## config.mk

```make
export PLATFORM = sky130hd
export DESIGN_NAME = serial_or_reducer
export DESIGN_NICKNAME = d
export VERILOG_FILES = /design/src/rtl/serial_or_reducer.sv
export SDC_FILE = /design/constraint.sdc
export NUM_CORES = 1
export LEC_CHECK = 0
export CAP_MARGIN = 20
export CORE_AREA = 2 2 39 41
export DETAILED_ROUTE_END_ITERATION = 16
export DIE_AREA = 0 0 41 43
export HOLD_SLACK_MARGIN = 0.06
export PLACE_DENSITY = 0.55
export SLEW_MARGIN = 40
export SYNTH_ARGS = -nofsm -noshare
export SYNTH_HDL_FRONTEND = slang
export SYNTH_SLANG_ARGS = --single-unit
```

## constraint.sdc

```tcl
create_clock -name clk -period 1.1 [get_ports clk]
set_clock_uncertainty 0.05 [all_clocks]
set_input_delay 0.165 -clock clk [delete_from_list [all_inputs] [get_ports clk]]
set_output_delay 0.165 -clock clk [all_outputs]
set_load 0.005 [all_outputs]
```

## src/rtl/serial_or_reducer.sv

```systemverilog
// rtl/serial_or_reducer.sv - OR-reduces FRAME_LEN handshaked serial bits into one result bit.
// Optional first-one index output enabled by SERIAL_OR_REDUCER_FIRST_IDX_EN.
module serial_or_reducer #(
  parameter  int FRAME_LEN = 8,
  localparam int CNT_W     = $clog2(FRAME_LEN)
) (
  input  logic             clk,
  input  logic             rst,
  input  logic             in_valid,
  output logic             in_ready,
  input  logic             in_bit,
  output logic             out_valid,
  input  logic             out_ready,
  output logic             out_or
`ifdef SERIAL_OR_REDUCER_FIRST_IDX_EN
  ,
  output logic [CNT_W-1:0] out_first_idx
`endif
);

  typedef enum logic {ACCUM = 1'b0, HOLD = 1'b1} state_t;

  state_t           state_q, state_d;
  logic [CNT_W-1:0] cnt_q, cnt_d;
  logic             acc_q, acc_d;
  logic             out_valid_q, out_valid_d;
  logic             out_or_q, out_or_d;
  logic             accept;
  logic             last_beat;

  assign accept    = in_valid && in_ready;
  assign last_beat = (cnt_q == CNT_W'(FRAME_LEN - 1));

  always_ff @(posedge clk or posedge rst) begin
    if (rst) begin
      state_q <= ACCUM;
    end else begin
      state_q <= state_d;
    end
  end

  always_comb begin
    state_d = state_q;
    case (state_q)
      ACCUM:   if (accept && last_beat) state_d = HOLD;
      HOLD:    if (out_valid_q && out_ready) state_d = ACCUM;
      default: state_d = ACCUM;
    endcase
  end

  always_comb begin
    in_ready  = (state_q == ACCUM);
    out_valid = out_valid_q;
    out_or    = out_or_q;
  end

  // Datapath: accumulator, beat counter and the registered result.
  always_comb begin
    cnt_d       = cnt_q;
    acc_d       = acc_q;
    out_valid_d = out_valid_q;
    out_or_d    = out_or_q;
    if (accept) begin
      if (last_beat) begin
        out_or_d    = acc_q | in_bit;
        out_valid_d = 1'b1;
        acc_d       = 1'b0;
        cnt_d       = '0;
      end else begin
        acc_d = acc_q | in_bit;
        cnt_d = cnt_q + CNT_W'(1);
      end
    end
    if (state_q == HOLD && out_valid_q && out_ready) begin
      out_valid_d = 1'b0;
    end
  end

  always_ff @(posedge clk or posedge rst) begin
    if (rst) begin
      cnt_q       <= '0;
      acc_q       <= 1'b0;
      out_valid_q <= 1'b0;
      out_or_q    <= 1'b0;
    end else begin
      cnt_q       <= cnt_d;
      acc_q       <= acc_d;
      out_valid_q <= out_valid_d;
      out_or_q    <= out_or_d;
    end
  end

`ifdef SERIAL_OR_REDUCER_FIRST_IDX_EN
  logic             found_q, found_d;
  logic [CNT_W-1:0] idx_q, idx_d;
  logic [CNT_W-1:0] first_idx_q, first_idx_d;

  // A first 1 on the last beat itself never reaches idx_q, so take cnt_q directly.
  always_comb begin
    found_d     = found_q;
    idx_d       = idx_q;
    first_idx_d = first_idx_q;
    if (accept) begin
      if (last_beat) begin
        if (found_q) begin
          first_idx_d = idx_q;
        end else if (in_bit) begin
          first_idx_d = cnt_q;
        end else begin
          first_idx_d = '0;
        end
        found_d = 1'b0;
        idx_d   = '0;
      end else if (in_bit && !found_q) begin
        found_d = 1'b1;
        idx_d   = cnt_q;
      end
    end
  end

  always_ff @(posedge clk or posedge rst) begin
    if (rst) begin
      found_q     <= 1'b0;
      idx_q       <= '0;
      first_idx_q <= '0;
    end else begin
      found_q     <= found_d;
      idx_q       <= idx_d;
      first_idx_q <= first_idx_d;
    end
  end

  assign out_first_idx = first_idx_q;
`endif

endmodule
```

Word-level counts from Yosys, hierarchy flattened
Index checks and enable logic that the tools add are counted.

Bits in registers: 7. Bits of input ports: 5. Output and inout port bits: 3. Word-level logic and storage cells: 26.

$add $sub $neg: 1. Equality and inequality tests: 1. Multiplexer cells: 8. Bitwise gates (word level): 2. Reduce and logical (&&, ||, !) cells: 9.

Operators by type and width (count): 2-to-1 mux 1 bit (6); logical AND 1 bit (5); AND reduction 2 bit (2); nonzero test 2 bit (2); adder 3 x 1 -> 3 bit, second input constant (1); equality test 3 bit, second input constant (1); 2-to-1 mux 3 bit (1); case mux 1 bit (2 select lines) (1); NOT 1 bit (1); OR 1 bit (1).

Logic depth before layout (Yosys ltp)
Depth after elaboration: 5. Mapped depth: 4. Mapped depth without buffers: 4.

Least setup slack after synthesis
OpenSTA, ideal clock, no wires.

Path kind: flip-flop to flip-flop. From: reg cnt_q[0]. To: reg cnt_q[2]. Setup time: 125 ps. Arrival: 1065 ps. Required time: 925 ps. Path slack: -140 ps. Stages on the path, launching flop included: 4. Period minus slack after synthesis: 1240 ps. Path through: dfrtp_1 > ha_1 > ha_1 > mux2_4.

Longest elaborated chain between the ends: 2. Elaborated cells between the ends (all ways): 3. Those cells by class: 1 x add/sub; 1 x eq/ne; 1 x mux.

RTL lines: from (decl) (line 24) `logic [CNT_W-1:0] cnt_q, cnt_d;`; from (signal assigned) (line 86) `cnt_q <= cnt_d;`; adder 3 x 1 -> 3 bit or equality test 3 bit (tied branches) (line 71, 32); 2-to-1 mux 3 bit (*) (line 64) `if (last_beat) begin`.

Mark *: on every way between the ends. The rest lies on a longest branch, timed or not. A chain may end at the register's enable or synchronous reset.

Final worst setup path
From: reg cnt_q[0]. To: reg out_or_q, in the netlist out_or.

Longest elaborated chain between the ends: 2.

RTL lines: equality test 3 bit (line 32) `assign last_beat = (cnt_q == CNT_W'(FRAME_LEN - 1));`; AND reduction 2 bit (no line); to (signal assigned) (line 89) `out_or_q <= out_or_d;`; to (decl) (line 27) `logic out_or_q, out_or_d;`.

No other way between the ends.

==> results.cfg <==
[run_status]
status = complete, but fails checks
violations = setup timing

[synth]
yosys.area.top_type = dfrtp_1
synthArstFlopShare = 1.000
syn-instance-count = 28
synth_area_um2 = 344.1
synth.distinct_cells = 15
avgSynthCellArea_um2 = 12.29
yosys.area.top_type_share = 0.5091
yosys_warnings = 0
synth_common_cells = 7 x dfrtp_1, 4 x inv_1, 3 x mux2_4, 2 x ha_1, 2 x nor2_1
synth_edf_count = 0
synthesis.nets = 35
synthTopCellsByArea = dfrtp_1 51%, mux2_4 13%, ha_1 7.3%
ys.flop_type = dfrtp_1
ys_seq_elements = 7
ys_seq_area_frac = 0.5091
synth.most_common_cell = dfrtp_1

[cts]
htreeDepth = 1
cts_sinks = 7
cts_buffers = 3
cts-root-buf = clkbuf_4
cts_buffer_depth = 2
cts_tree = yes
path_clk_slew_ns = 0.06
clock_latency_ns = 0.26

[final_layout]
seqCellArea_um2 = 175.2
layout.nets = 53
diodes = 0
final_core_util = 0.3834
drive_above_1_share = 0.3778
nFillCells = 136
areaGrowthSynthToFinish_pct = 54.18
multi_input_area_um2 = 178.9
final_cell_area_um2 = 530.5

[setup_path]
crit_path_end_kind = flip-flop
path_class = reg -> reg
cp_top_family = flip-flops
cpPeakStageDelay_ns = 0.41
cpMaxStageDelayCell = dfrtp_1
cp_common_cell = ha_4
worstPathCellList = ha_4 -> ha_4 -> nand3b_1 -> mux2i_1
startpoint_type = flip-flop
worstPathBufferInverterCount = 0
crit_fanout = 4
worst_ep_required_time_ns = 1.24
arrival_ns = 1.34

[global_routing]
antenna_found_initial = 0
grt_start_max_net_pins = 8
grt_pass1_wl_um = 1352
grt_pass1_vias = 311
grt-ovfl-total = 0
grt_usage = 0.1227

[floorplan]
pin_count = 8
start_util = 0.2486
die_area_um2 = 1763
rows = 14
coreArea_um2 = 1384
die_w_um = 41
fp.dieH_um = 43

[sta]
fin_ws_ns = -0.1067
max_slew.worst_pin.slew_ns = 0.2682
setup_tns_ns = -0.5018
rsz0062_at_grt = true
post-route-min-period_ns = 1.207
hold_violations = 0
slew_headroom = 0.8210
final_max_slew_viol_count = 0
setup_violations = 7
fmax_mhz = 828.7
fin_crit_sh = 1.097

[placement]
placed_area_um2 = 486.7
portBuffers = 7
place_hpwl_um = 624.1
gp_congestion = 0.5748

[flow_run]
cap_viol_max_count = 0

[pwr]
p_total_w = 0.001402
p_leak_nw = 0.2582
power_density_nw_per_um2 = 2642
vdd_drop_max_uv = 621.9

[routing]
viasPerCell = 4.410
num_vias = 269
ant_nets = 0
wirelength_um = 763
drt_iter0_drc = 1
drcViolationCount = 0
routedWlPerCell_um = 12.51
dr.pass1.iters = 2

[worst_hold_path]
hold_class = in -> async
registers in the layout, indices dropped and copies added (netlist names):
register	flops
out_valid	1
acc_q	1
cnt_q	3
state_q	1
out_or	1
metrics by stage:
step           worst slack (ns)  cells  hold slack [ns]
2_1_floorplan          -0.06589     28         -0.08160
3_3_place_gp            -0.2149     56           0.3666
3_5_place_dp            -0.2362     56           0.3676
4_1_cts                 -0.1085     61          0.09268
5_1_grt                 -0.1610     61           0.1019
6_report                -0.1067     61          0.08020
kinds of logic after synthesis:
family          Yosys count  share of synthesized area
compound gates            4                    0.06908
flops                     7                     0.5091
buf+inv                   4                    0.04362
simple gates              7                     0.1455
mux                       4                     0.1600
fa+ha+maj                 2                    0.07272
report_power, final:
group	total (W)	internal (W)	switching, W
combinational	0.000690	0.000442	0.000248
clock	0.000239	0.000133	0.000105
sequential	0.000473	0.000380	0.0000931
total	0.00140	0.000955	0.000447
per-layer routing:
metal	global-route usage	wire length [um]
met1	0.1329	295
met5	0	0
met4	0.08000	25
met3	0.04712	45
met2	0.1875	396
cells in the final DEF (no fill, tap or decap):
master	count
buf_6	1
o21ai_1	1
and2_1	1
nor2_1	2
inv_1	4
mux2i_1	1
mux2_4	3
nor2b_4	1
buf_4	5
and3b_1	1
nand3b_1	1
nor2b_1	1
buf_2	1
clkinv_2	1
o21a_1	1
clkdlybuf4s15_1	2
clkdlybuf4s50_1	4
a21oi_1	1
clkbuf_4	3
dfrtp_1	7
o22ai_1	1
ha_4	2
cell type report:
type	count	share of cell area
clock buffers	3	0.04245
clock inverters	1	0.009434
inverters	4	0.02830
multi-input cells	17	0.3373
flip-flops and latches	7	0.3302
well taps	16	0.03774
repair buffers	13	0.2146
final timing paths:
check	to	cells past startpoint	startpoint	slack, ns
setup / recovery	out_or$_DFFE_PP0P_	4	cnt_q[0]$_DFFE_PP0N_	-0.11
hold / removal	acc_q$_DFFE_PP0N_	2	rst	0.08
setup reg to reg	out_or$_DFFE_PP0P_	4	cnt_q[0]$_DFFE_PP0N_	-0.11
hold reg to reg	acc_q$_DFFE_PP0N_	1	acc_q$_DFFE_PP0N_	0.46
max in group asynchronous	out_valid$_DFFE_PP0P_	2	rst	0.70
min in group clk	acc_q$_DFFE_PP0N_	1	acc_q$_DFFE_PP0N_	0.46
timing repair:
action,CTS,global route
resized for setup,10,1
hold buffers,0,0
setup buffers,1,0
pin swaps,2,2
endpoints found under the setup margin,10,7
Note: power is estimated with default switching activity, not from simulation.
